--- src/rtl/serial_output_stream_pkg.sv ---
// Shared definitions for the serial stream blocks: frame state encoding and
// framing constants. The PARITY state is always declared so that the encoding
// is identical whether or not SERIAL_OUTPUT_PARITY_EN is defined.
package serial_pkg;

  typedef enum logic [2:0] {
    IDLE,
    START,
    DATA,
    PARITY,
    STOP
  } state_t;

  localparam int   DATA_BITS  = 8;
  localparam int   STOP_BITS  = 1;
  localparam logic IDLE_LEVEL = 1'b1;

endpackage

--- src/rtl/serial_output_stream_baud_tick_generator.sv ---
// Baud tick generator: a one-cycle tick every DIVIDER clocks.
// While clear is high the counter is held at zero. The first tick therefore
// arrives exactly DIVIDER cycles after clear drops. The same block is meant to
// be shared with the matching serial receiver.
module baud_tick_generator #(
  parameter int DIVIDER = 868
) (
  input  logic clk,
  input  logic rst,
  input  logic clear,
  output logic tick
);

  localparam int            CW   = (DIVIDER < 2) ? 1 : $clog2(DIVIDER);
  localparam logic [CW-1:0] LAST = CW'(DIVIDER - 1);

  logic [CW-1:0] r_cnt;

  // Count 0..DIVIDER-1 and wrap; clear and reset restart the bit period.
  always_ff @(posedge clk) begin
    if (rst || clear) begin
      r_cnt <= '0;
    end else if (r_cnt == LAST) begin
      r_cnt <= '0;
    end else begin
      r_cnt <= r_cnt + 1'b1;
    end
  end

  assign tick = (r_cnt == LAST) && !clear;

endmodule

--- src/rtl/serial_output_stream.sv ---
// UART transmitter for a 32-bit stb/ack stream. Each accepted word sends its
// low byte as 8N1, LSB first. Define SERIAL_OUTPUT_PARITY_EN to insert an
// even-parity bit between the data bits and the stop bit.
module serial_output_stream
  import serial_pkg::*;
#(
  parameter int CLOCK_FREQUENCY = 100000000,
  parameter int BAUD_RATE       = 115200,
  parameter int DIVIDER         = CLOCK_FREQUENCY / BAUD_RATE
) (
  input  logic        clk,
  input  logic        rst,
  input  logic [31:0] in_data,
  input  logic        in_data_stb,
  output logic        in_data_ack,
  output logic        tx,
  output logic        busy
);

  // A bit period shorter than two clocks cannot be timed by the divider.
  if (DIVIDER < 2) begin : g_divider_check
    $error("serial_output_stream: DIVIDER must be at least 2");
  end

  state_t      r_state;
  logic        r_tx;
  logic        r_ack;
  logic        r_busy;
  logic [7:0]  r_shift;
  logic [2:0]  r_bit_idx;
`ifdef SERIAL_OUTPUT_PARITY_EN
  logic        r_parity;
`endif

  logic        w_tick;
  logic        w_clear;
  logic        w_unused_upper;

  // The stream carries 32 bits, but only the low byte goes on the wire.
  assign w_unused_upper = ^in_data[31:8];

  // Hold the bit timer at zero in IDLE. This lets the start bit begin a
  // full DIVIDER period right at the transfer edge.
  assign w_clear = (r_state == IDLE);

  baud_tick_generator #(.DIVIDER(DIVIDER)) u_baud (
    .clk   (clk),
    .rst   (rst),
    .clear (w_clear),
    .tick  (w_tick)
  );

  // Frame sequencer: every output is a register updated here.
  always_ff @(posedge clk) begin
    if (rst) begin
      r_state   <= IDLE;
      r_tx      <= IDLE_LEVEL;
      r_ack     <= 1'b0;
      r_busy    <= 1'b0;
      r_shift   <= '0;
      r_bit_idx <= '0;
`ifdef SERIAL_OUTPUT_PARITY_EN
      r_parity  <= 1'b0;
`endif
    end else begin
      case (r_state)
        IDLE: begin
          r_ack <= 1'b1;
          if (in_data_stb && r_ack) begin
            r_shift  <= in_data[7:0];
`ifdef SERIAL_OUTPUT_PARITY_EN
            r_parity <= ^in_data[7:0];
`endif
            r_ack    <= 1'b0;
            r_tx     <= 1'b0;
            r_busy   <= 1'b1;
            r_state  <= START;
          end
        end
        START: begin
          if (w_tick) begin
            r_tx      <= r_shift[0];
            r_bit_idx <= '0;
            r_state   <= DATA;
          end
        end
        DATA: begin
          if (w_tick) begin
            if (r_bit_idx == 3'(DATA_BITS - 1)) begin
`ifdef SERIAL_OUTPUT_PARITY_EN
              r_tx    <= r_parity;
              r_state <= PARITY;
`else
              r_tx    <= IDLE_LEVEL;
              r_state <= STOP;
`endif
            end else begin
              r_shift   <= r_shift >> 1;
              r_tx      <= r_shift[1];
              r_bit_idx <= r_bit_idx + 3'd1;
            end
          end
        end
`ifdef SERIAL_OUTPUT_PARITY_EN
        PARITY: begin
          if (w_tick) begin
            r_tx    <= IDLE_LEVEL;
            r_state <= STOP;
          end
        end
`endif
        STOP: begin
          if (w_tick) begin
            r_state <= IDLE;
            r_busy  <= 1'b0;
            r_ack   <= 1'b1;
          end
        end
        default: begin
          r_state <= IDLE;
          r_tx    <= IDLE_LEVEL;
          r_busy  <= 1'b0;
          r_ack   <= 1'b0;
        end
      endcase
    end
  end

  assign tx          = r_tx;
  assign in_data_ack = r_ack;
  assign busy        = r_busy;

endmodule

--- config.mk ---
export PLATFORM = sky130hd
export DESIGN_NAME = serial_output_stream
export DESIGN_NICKNAME = d
export VERILOG_FILES = /design/src/rtl/serial_output_stream_pkg.sv /design/src/rtl/serial_output_stream_baud_tick_generator.sv /design/src/rtl/serial_output_stream.sv
export SDC_FILE = /design/constraint.sdc
export NUM_CORES = 1
export LEC_CHECK = 0
export BUFFER_PORTS_ARGS = -buffer_cell sky130_fd_sc_hd__buf_2
export CAP_MARGIN = 20
export CORE_ASPECT_RATIO = 1.75
export CORE_MARGIN = 2
export CORE_UTILIZATION = 55
export DETAILED_ROUTE_END_ITERATION = 8
export PLACE_DENSITY = 0.87
export SKIP_CTS_REPAIR_TIMING = 1
export SLEW_MARGIN = 0
export SYNTH_ARGS = -nofsm -noshare
export SYNTH_HDL_FRONTEND = slang
export SYNTH_SLANG_ARGS = --single-unit
--- constraint.sdc ---
create_clock -name clk -period 4.9 [get_ports clk]
set_clock_uncertainty 0.05 [all_clocks]
set_input_delay 0.98 -clock clk [delete_from_list [all_inputs] [get_ports clk]]
set_output_delay 0.98 -clock clk [all_outputs]
set_load 0.02 [all_outputs]
# Word level (Yosys, flattened, before mapping)
# Cells that the tools add are included.
[classes]
n_addsub = 2
mul = 0
div_mod_pow = 0
order_cmp = 0
eq_ne = 11
shift = 0
mux = 24
n_bitwise = 2
reduce_logical = 15
[ops]
columns = ["operator", "n"]
rows = [
  ["$mux 8", 3],
  ["$mux 3", 7],
  ["$pmux 8 s2", 1],
  ["$pmux 3 s4", 1],
  ["$reduce_and 4->1", 3],
  ["$add 10x1->10 const B", 1],
  ["$eq 10x10->1 const B", 1],
  ["$mux 1", 8],
  ["$eq 3x3->1 const B", 2],
  ["$ne 2x1->1 const B", 3],
  ["$ne 2x2->1 const B", 3],
  ["$pmux 1 s3", 2],
  ["$pmux 3 s2", 1],
  ["$reduce_and 5->1", 1],
  ["$pmux 1 s4", 1],
  ["$reduce_bool 2->1", 2],
  ["$reduce_or 2->1", 2],
  ["$add 3x1->3 const B", 1],
  ["$eq 3x1->1 const B", 1],
  ["$eq 3x2->1 const B", 1],
  ["$logic_not 3->1", 1],
  ["$reduce_and 3->1", 1],
  ["$logic_and 1x1->1", 2],
  ["$not 1->1", 2],
  ["3 further kinds", 3],
]
[word_totals]
register_bits = 27
latch_bits = 0
mem_bits_rw = 0
romBits = 0
input_bits = 35
out_inout_bits = 3
elab_cells = 61
mem_count = 0

# Longest topological paths before layout
# Gate-level depths: netlist of run 1.
[logic_depth]
ltp_word = 5
ltp_mapped = 8

# Modules after synthesis
# Synthesis of run 1 repeated with hierarchy kept, for this count alone.
[unflattened]
hier_cells = 157
area_unflattened_um2 = 1418.9
[by_module_without_submodules]
columns = ["mod", "instances", "cells_each", "area_each_um2", "seq_area_each_um2"]
rows = [
  ["serial_output_stream", 1, 102, 954.7, 340.3],
  ["baud_tick_generator", 1, 55, 464.2, 200.2],
]

# Worst setup path before layout of run 1
# No wires, ideal clock.
[synth_path]
path_kind = "reg-to-reg"
startpoint = "register r_bit_idx[0]"
endpoint = "register r_shift[2]"
arrival_ns = 2.073
slack_ns = 2.637
path_stages_with_launch = 9
synth_period_minus_slack_ns = 2.263
cell_sequence = "dfxtp_1 -> ha_1 -> ha_1 -> or4b_1 -> or4_1 -> buf_2 -> buf_6 -> a221oi_2 -> a311oi_1"
[synth_via]
elab_chain_cells = 3
[synth_lines]
columns = ["element", "line_no", "source"]
rows = [
  ["start: declaration", "serial_output_stream.sv:30", "logic [2:0] r_bit_idx;"],
  ["start signal: assignment", "serial_output_stream.sv:100", "r_bit_idx <= r_bit_idx + 3'd1;"],
  ["$eq 3x3->1", "serial_output_stream.sv:89", "if (r_bit_idx == 3'(DATA_BITS - 1)) begin"],
  ["$ne 2x2->1 (no line)", "-", ""],
  ["$reduce_and 4->1 (no line)", "-", ""],
  ["end signal: assignment", "serial_output_stream.sv:70", "r_shift <= in_data[7:0];"],
  ["end signal: assignment", "serial_output_stream.sv:98", "r_shift <= r_shift >> 1;"],
  ["end: declaration", "serial_output_stream.sv:29", "logic [7:0] r_shift;"],
]
# No other way between the ends.
# A chain may end at the register's enable or synchronous reset.

# Worst setup path after layout of run 1
[layout_path]
startpoint = "register r_bit_idx[0]"
endpoint = "register r_shift[0]"
# The elaborated chain is that of the path after synthesis.

==> results.md, run 1 <==
Clock tree:
- Buffers inserted during clock tree synthesis total 3.
- The clock latency of the later-clocked register in the worst-skew pair is 280 ps.
- The number of levels the H-tree was split into is 1.
- The clock passes through at most 2 buffers.
- The TritonCTS clock tree is yes.
- Clock-pin slew was measured on the worst setup and hold paths at 90 ps.
- The number of clock sinks is 27.
- The tree is rooted in a clkbuf_8.

Final layout:
- The total non-filler cell area in the finished layout is roughly 1500 sq um.
- The count of nets after finishing is between 200 and 250.
- 0 antenna diodes ended up in the layout.
- The ratio of cells with drive above 1 in the final layout is 0.146.
- The area added between synthesis and finish is 7.66%.
- The final standard cell count with taps included and fillers excluded is 190.

STA:
- The number of endpoints with negative hold slack in the final report came to 0.
- The time the worst path needs with I/O delays and setup is approximately 2600 ps.
- The worst-case hold slack is between 400 and 500 ps.
- At the pin with the least slew margin, the transition time is slightly below 700 ps.
- The total of endpoints with negative setup slack in the final report is 0.
- The slack of the critical path is approximately 2300 ps.
- Timing would allow up to around 390 MHz.
- Setup repair after global routing left no endpoint under its margin.
- The total negative slack for setup checks is 0 ps.
- In the finished design, the share of the clock period the worst path needs comes to 0.524.
- The worst pin sits at a relative slew slack of 0.544.
- The final max-slew violation count is 0.

Placement:
- Including well taps, the total number of placed cells is between 150 and 200.
- The final weighted congestion of routability-driven global placement is 0.725.
- Port buffering added 13 buffers.
- The detailed-placement wirelength estimate is ~2000 microns.
- The area after detailed placement is roughly 1400 sq um.
- Prior to clock tree synthesis, the placed netlist has a worst setup slack of between 2000 and 2500 ps.

Route:
- For this run, design rule violations remaining after detail routing come to 0.
- The routed layout has about 1200 vias.
- Before antenna repair, the detailed router went through 4 iterations.
- The detailed-route wire length per cell is ~15 microns.
- For this block, the routed nets add up to between 2000 and 3000 microns of wire.
- The first routing iteration left 31 violations.
- Using the TritonRoute via totals, the vias-per-cell ratio works out to 6.19.
- Once detail routing completed, the nets flagged for antenna violations numbered 0.

Worst setup path:
- The most frequent cell on the critical path is ha_1.
- Among all stages on the critical path, the largest delay is contributed by or4_1.
- STA classifies the critical path startpoint as a flip-flop.
- Walking the worst path, the cells encountered are ha_1 -> ha_1 -> or4b_1 -> or4_1 -> a221oi_1 -> a311oi_1.
- Along the worst path, the maximum fanout reaches 15.
- STA classifies the critical path endpoint as a flip-flop.
- The largest incremental delay on the critical path is between 600 and 700 ps.
- The data required time at the worst endpoint is about 5000 ps.
- For the worst flop-to-flop path, the logic depth is 6.
- The type of the worst setup path is flip-flop to flip-flop.
- Grouping stages by cell kind, the critical path spends the most delay in simple AND/OR/NAND/NOR gates.
- The start of the worst register-to-register path is r_bit_idx[0].
- In this run the register-to-register setup slack is ~2300 ps.
- In this run the critical register-to-register path is captured at r_shift[0].
- The critical path contains buffers and inverters numbering 0 combined.
- The signal arrival time at the worst endpoint is 2650 ps.

Global route:
- Entering global routing, the biggest net connects 21 pins.
- The first global-routing pass estimated between 5000 and 6000 microns of wire.
- Across every metal layer, demand over resource in global routing totals 0.218.
- The number of antenna violations at the first check in global routing is 0.
- The via count of the first global-routing pass is roughly 1200.
- Summed over all layers, the global routing overflow is 0.

Logic synthesis:
- Sorting the synthesized cells by area gives the leading types as dfxtp_1, nor2_1, a311oi_1.
- The synthesized-area fraction occupied by ao, oa, aoi and oai cells is 0.201.
- The multiplexer fraction of the synthesized cell area is 0.00729.
- The share of the Yosys chip area taken by registers is 0.394.
- dfxtp_1 is the most common cell in the netlist.
- The main combinational cell family by area after synthesis is simple AND/OR/NAND/NOR gates.
- Dividing the synthesized area by the synthesized cell count gives approximately 9 sq um.
- The fraction of the mapped netlist area in simple logic gates is 0.261.
- The number of instances in the synthesized netlist is roughly 160.
- During synthesis, Yosys emitted a total of 0 warnings.
- Of the total synthesized cell area, the portion taken by full adders, half adders and majority gates is 0.0273.
- The number of storage elements in the synthesis netlist is 27.
- After synthesis, the most frequently instantiated cells are dfxtp_1, nor2_1, clkbuf_1.
- The async set-or-reset flop fraction in the synthesized netlist is 0.
- The number of enable flip-flop cells after synthesis is 0.
- Of the post-synthesis cell area, the dominant cell type holds 0.394.
- Of the total synthesized cell area, the portion taken by XOR and XNOR cells is 0.0510.
- The synthesized design spends more area on one cell type than any other, namely dfxtp_1.
- The number of nets in the synthesized netlist is around 200.
- The number of distinct library cells after synthesis is 38.
- The cell area after technology mapping is 1370 sq um.
- The most used flip-flop cell after synthesis is dfxtp_1.

Die:
- The initial utilization of the core area, before any placement, comes to 0.564.
- The top-level port count is 38.
- The floorplan step defined a die boundary enclosing 2930 sq um.
- The floorplan step set the die width to 41.8 microns.
- The total core area is between 2000 and 2500 sq um.
- The standard-cell row count is 24.
- In this run the vertical extent of the chip is about 70 microns.

Min path:
- The type of the most critical hold path is flip-flop to flip-flop.
- The terminating pin of the worst hold path is r_shift[7].
- Counting instances, the worst hold path has a depth of 2.
- The launch point of the worst hold path is r_shift[7].

Power and ir drop:
- Across the VDD grid, the largest voltage drop is 0.000214 V.
- The reported leakage power is ~0.52 nW.
- The power per standard cell area is between 200 and 300 nW/um^2.

Job:
- Across the run, the number of max-cap violations was 0.

Status:
- The run finished with clean final reports.
## registers in the layout, summed over array words and instances, names as in the netlist
name          flops
u_baud.r_cnt     10
r_shift           8
r_bit_idx         3
r_state           3
busy              1
in_data_ack       1
tx                1
## how the worst max path moves through the flow
stage	from	endpoint	slack (ps)	depth (start not counted)
6_report	r_bit_idx[0]	r_shift[0]	2330	6
5_1_grt	r_bit_idx[0]	r_shift[0]	2200	6
4_1_cts	r_state[1]	r_bit_idx[2]	2270	4
3_5_place_dp	r_state[1]	r_bit_idx[1]	2290	4
3_3_place_gp	r_state[1]	r_bit_idx[1]	2380	4
2_1_floorplan	r_bit_idx[0]	r_shift[2]	2640	8
## power by group
part           internal (W)  total [W]  switching [W]
clock             0.0000571   0.000126      0.0000693
combinational     0.0000179  0.0000402      0.0000223
sequential         0.000228   0.000236     0.00000773
## layout by cell type, fill, tap and decap left out, types with 2 or more instances in the layout
cell / count
dfxtp_1: 27
a311oi_1: 7
nor3_1: 6
a21boi_0: 2
nand3_1: 5
nor4_1: 2
or3_1: 3
nor2b_1: 8
and4_1: 2
nand2b_1: 4
o21ai_0: 3
clkbuf_8: 3
xor2_1: 2
a21oi_1: 7
nand2_1: 8
buf_2: 13
a221oi_1: 6
ha_1: 3
xnor2_1: 6
inv_1: 8
o21ba_2: 2
a221oi_2: 2
nor2_1: 18
nand3b_1: 2
## tightest hold or removal path: stages (launching register included)
cell	delay, ps
dfxtp_1	320
nand3_1	60
a21oi_1	60
## cells by family after synthesis
| group | count (synthesis) |
|---|---|
| mux | 1 |
| flops | 27 |
| buf+inv | 19 |
| fa+ha+maj | 3 |
| compound gates | 34 |
| simple gates | 65 |
| xor+xnor | 8 |
## layer usage
metal,vias up,part of all wire,track usage
met1,558,0.38,0.228
met3,8,0.033,0.0336
met4,0,0.025,0.111
met2,28,0.56,0.401
met5,-,0,0
li1,583,-,-
## cell type report
type / count / area (sq um)
Clock buffer: 3 / 41.3
Clock inverter: 1 / 5.00
Fill cell: 213 / 955
Inverter: 8 / 30.0
Multi-Input combinational cell: 111 / 752
Sequential cell: 27 / 541
Tap cell: 26 / 32.5
Timing Repair Buffer: 14 / 76.3
## through the flow
step           total power (W)  utilization
2_1_floorplan         0.000269            -
4_1_cts               0.000404        0.603
5_1_grt               0.000419        0.608
3_5_place_dp          0.000281        0.584
3_3_place_gp          0.000279        0.584
6_report              0.000403        0.608
(Power assumes the default switching activity.)
==> run 2: changes to the inputs <==
--- a/config.mk
+++ b/config.mk
@@ -9,9 +9,9 @@
 export CAP_MARGIN = 20
 export CORE_ASPECT_RATIO = 1.75
 export CORE_MARGIN = 2
-export CORE_UTILIZATION = 55
+export CORE_UTILIZATION = 51
 export DETAILED_ROUTE_END_ITERATION = 8
-export PLACE_DENSITY = 0.87
+export PLACE_DENSITY = 0.82
 export SKIP_CTS_REPAIR_TIMING = 1
 export SLEW_MARGIN = 0
 export SYNTH_ARGS = -nofsm -noshare
==> constraint.sdc (replaced) <==
create_clock -name clk -period 2.4 [get_ports clk]
set_clock_uncertainty 0.05 [all_clocks]
set_input_delay 0.48 -clock clk [delete_from_list [all_inputs] [get_ports clk]]
set_output_delay 0.48 -clock clk [all_outputs]
set_load 0.02 [all_outputs]
==> run 2 against run 1 <==
Effect of this change:
- first-iteration DRC count is 58% higher
- global-route usage is 1.4 points lower
- worst setup slack worse by 2300 ps
- hold slack worse by 3.5 ps
- non-clock buffer count is 6 higher
- core utilization is 0.41 points higher
- critical path type unchanged
- highest routed layer unchanged
- die area is 7.2% higher
- final cell count is 3.2% higher
- register-to-register slack worse by 2300 ps
- flip-flop and latch count stayed put
- critical path depth is 1 higher
==> results.md, run 2 (synthesis results as in run 1) <==
Route:
- The total wire length is 2990 microns (was 2810 microns).
- The iteration-0 DRC count of the detailed router came to 49 (was 31).
- The DRC violation count after routing is 0 (unchanged).
- The total number of vias came to 1224 (was 1177).
- The detailed-route wire length per cell is 15.3 microns (was 14.8 microns).
- The number of iterations in the first detailed-routing pass is 6 (was 4).
- The count of nets left with antenna violations after detail routing was 0 (unchanged).
- The detailed-route vias per instance was 6.24 (was 6.19).

STA:
- The worst slew slack as a fraction of its limit is 0.541 (was 0.544).
- The transition time at the pin with the least slew margin came to 688 ps (was 685 ps).
- The final max-slew violation count is 0 (unchanged).
- Unrepaired setup endpoints after global routing: false (unchanged).
- The time the worst path needs with I/O delays and setup is 2320 ps (was 2570 ps).
- The final critical-path share of the clock period is 0.965 (was 0.524).
- The total of endpoints with negative setup slack in the final report came to 0 (unchanged).
- The number of endpoints with negative hold slack in the final report was 0 (unchanged).
- The achievable frequency was 432 MHz (was 390 MHz).
- The total negative slack for setup checks is 0 ps (unchanged).

Die:
- The full die area is 3140 sq um (was 2930 sq um).
- The total core area is 2520 sq um (was 2430 sq um).
- The top-level port count is 38 (unchanged).
- The die outline width is 43.2 microns (was 41.8 microns).
- The standard-cell row count is 24 (unchanged).
- The die extent in y is 72.6 microns (was 70.1 microns).
- The starting density of the core is 0.544 (was 0.564).

Worst setup path:
- The cell class contributing the biggest share of worst-path delay was simple AND/OR/NAND/NOR gates (unchanged).
- The critical-path maximum fanout is 8 (was 15).
- The endpoint kind of the worst setup timing path is a flip-flop (unchanged).
- CP Cell Sequence: ha_1 -> ha_1 -> or4b_1 -> or4_4 -> buf_6 -> a221oi_1 -> a311oi_1 (was ha_1 -> ha_1 -> or4b_1 -> or4_1 -> a221oi_1 -> a311oi_1).
- The type of the worst setup path was flip-flop to flip-flop (unchanged).
- The most frequent cell on the critical path is ha_1 (unchanged).
- The count of buffering cells on the critical path with inverters included is 1 (was 0).
- The start of the worst register-to-register path is r_bit_idx[0] (unchanged).
- The worst setup path startpoint was r_bit_idx[0] (unchanged).
- The data required time at the worst endpoint came to 2490 ps (was 4990 ps).
- The largest incremental delay on the critical path came to 470 ps (was 690 ps).
- The signal arrival time at the worst endpoint was 2410 ps (was 2650 ps).
- The cell with the biggest individual delay on the critical path is or4b_1 (was or4_1).
- The critical path startpoint category is a flip-flop (unchanged).

Power and ir drop:
- The overall power is 0.000834 W (was 0.000403 W).
- The power per standard cell area is 541 nW/um^2 (was 272 nW/um^2).
- The worst voltage drop across the vdd grid is 0.000392 V (was 0.000214 V).
- The reported leakage power is 0.550 nW (was 0.517 nW).

Global route:
- The maximum number of pins on one net before global-route repair was 21 (unchanged).
- The total congestion overflow is 0 (unchanged).
- The number of antenna violations at the first check in global routing is 0 (unchanged).
- The wire length of the first global-routing pass was 5000 microns (was 5040 microns).
- The via count of the first global-routing pass came to 1244 (was 1182).
- The global-route total usage across every layer is 0.204 (was 0.218).

Placement:
- The detailed-placement wirelength estimate is 2170 microns (was 2040 microns).
- The number of buffers added on ports is 13 (unchanged).
- The final weighted congestion of routability-driven global placement is 0.775 (was 0.725).

Clock tree:
- The TritonCTS clock tree is yes (unchanged).
- The clock latency of the later-clocked register in the worst-skew pair was 280 ps (about the same).
- The number of clock sinks is 27 (unchanged).
- The number of buffers created by CTS is 3 (unchanged).
- The clock-pin slew on the worst setup and hold paths is 100 ps (was 90 ps).
- The number of levels the H-tree was split into is 1 (unchanged).
- The cell at the root of the clock tree is clkbuf_8 (unchanged).
- The number of buffers on the longest clock path was 2 (unchanged).

Final layout:
- The number of flip-flops under the largest register name is 10 (unchanged).
- The top register by number of flip-flops is u_baud.r_cnt (unchanged).
- The ratio of cells with drive above 1 in the final layout is 0.200 (was 0.146).
- The multi-input logic area is 774 sq um (was 752 sq um).
- The sequential standard cell area is 541 sq um (unchanged).
- The count of nets after finishing is 209 (was 203).
- The antenna diode count is 0 (unchanged).
- Most used cells in the layout excluding fill and tap cells: dfxtp_1, nor2_1, buf_2 (unchanged).
- Largest registers in the final layout: u_baud.r_cnt (10), r_shift (8) (unchanged).
- The area added between synthesis and finish came to 12.4% (was 7.66%).
- The most frequent standard cell in the layout excluding fill and tap cells is dfxtp_1 (unchanged).
- The final-layout fill cell count is 215 (was 213).

Min path:
- The launch point of the worst hold path is u_baud.r_cnt[0] (was r_shift[7]).
- The type of the most critical hold path is flip-flop to flip-flop (unchanged).

Job:
- The number of max-capacitance violations reported is 0 (unchanged).

Status:
- Run status: finished clean (unchanged).
==> run 2: layout make-up <==
type | count | share of cell area
well taps | 26 | 0.0211
repair buffers | 20 | 0.0770
clock buffers | 3 | 0.0268
multi-input cells | 111 | 0.502
clock inverters | 1 | 0.00324
inverters | 8 | 0.0195
flip-flops and latches | 27 | 0.350
==> run 2: layer usage <==
metal | track usage | vias to the layer above | routed length [microns]
met2 | 0.398 | 53 | 1690
li1 | - | 594 | -
met1 | 0.196 | 564 | 1080
met5 | 0 | - | 0
met4 | 0.104 | 0 | 88
met3 | 0.0272 | 13 | 132
==> run 2: stage by stage <==
stage	worst slack [ps]	util	hold WS (ps)	instance area [sq um]	instances
2_1_floorplan	137	-	380	1370	157
3_3_place_gp	109	0.581	393	1470	191
3_5_place_dp	67.8	0.581	410	1470	191
4_1_cts	41.6	0.599	429	1510	195
5_1_grt	5.69	0.612	444	1540	196
6_report	83.3	0.612	426	1540	196
==> run 2: report_power, final <==
group	leakage (nW)	switching, W	internal [W]	total, W
sequential	0.220	0.0000122	0.000466	0.000478
combinational	0.305	0.0000524	0.0000392	0.0000916
clock	0.0255	0.000147	0.000117	0.000264
total	0.550	0.000212	0.000622	0.000834
==> run 2: path summary, 6_finish.rpt <==
kind,endpoint,slack (ps),depth (start not counted)
max,r_shift[6],80,7
min,u_baud.r_cnt[0],430,1
max reg2reg,r_shift[6],80,7
min reg2reg,u_baud.r_cnt[0],430,1
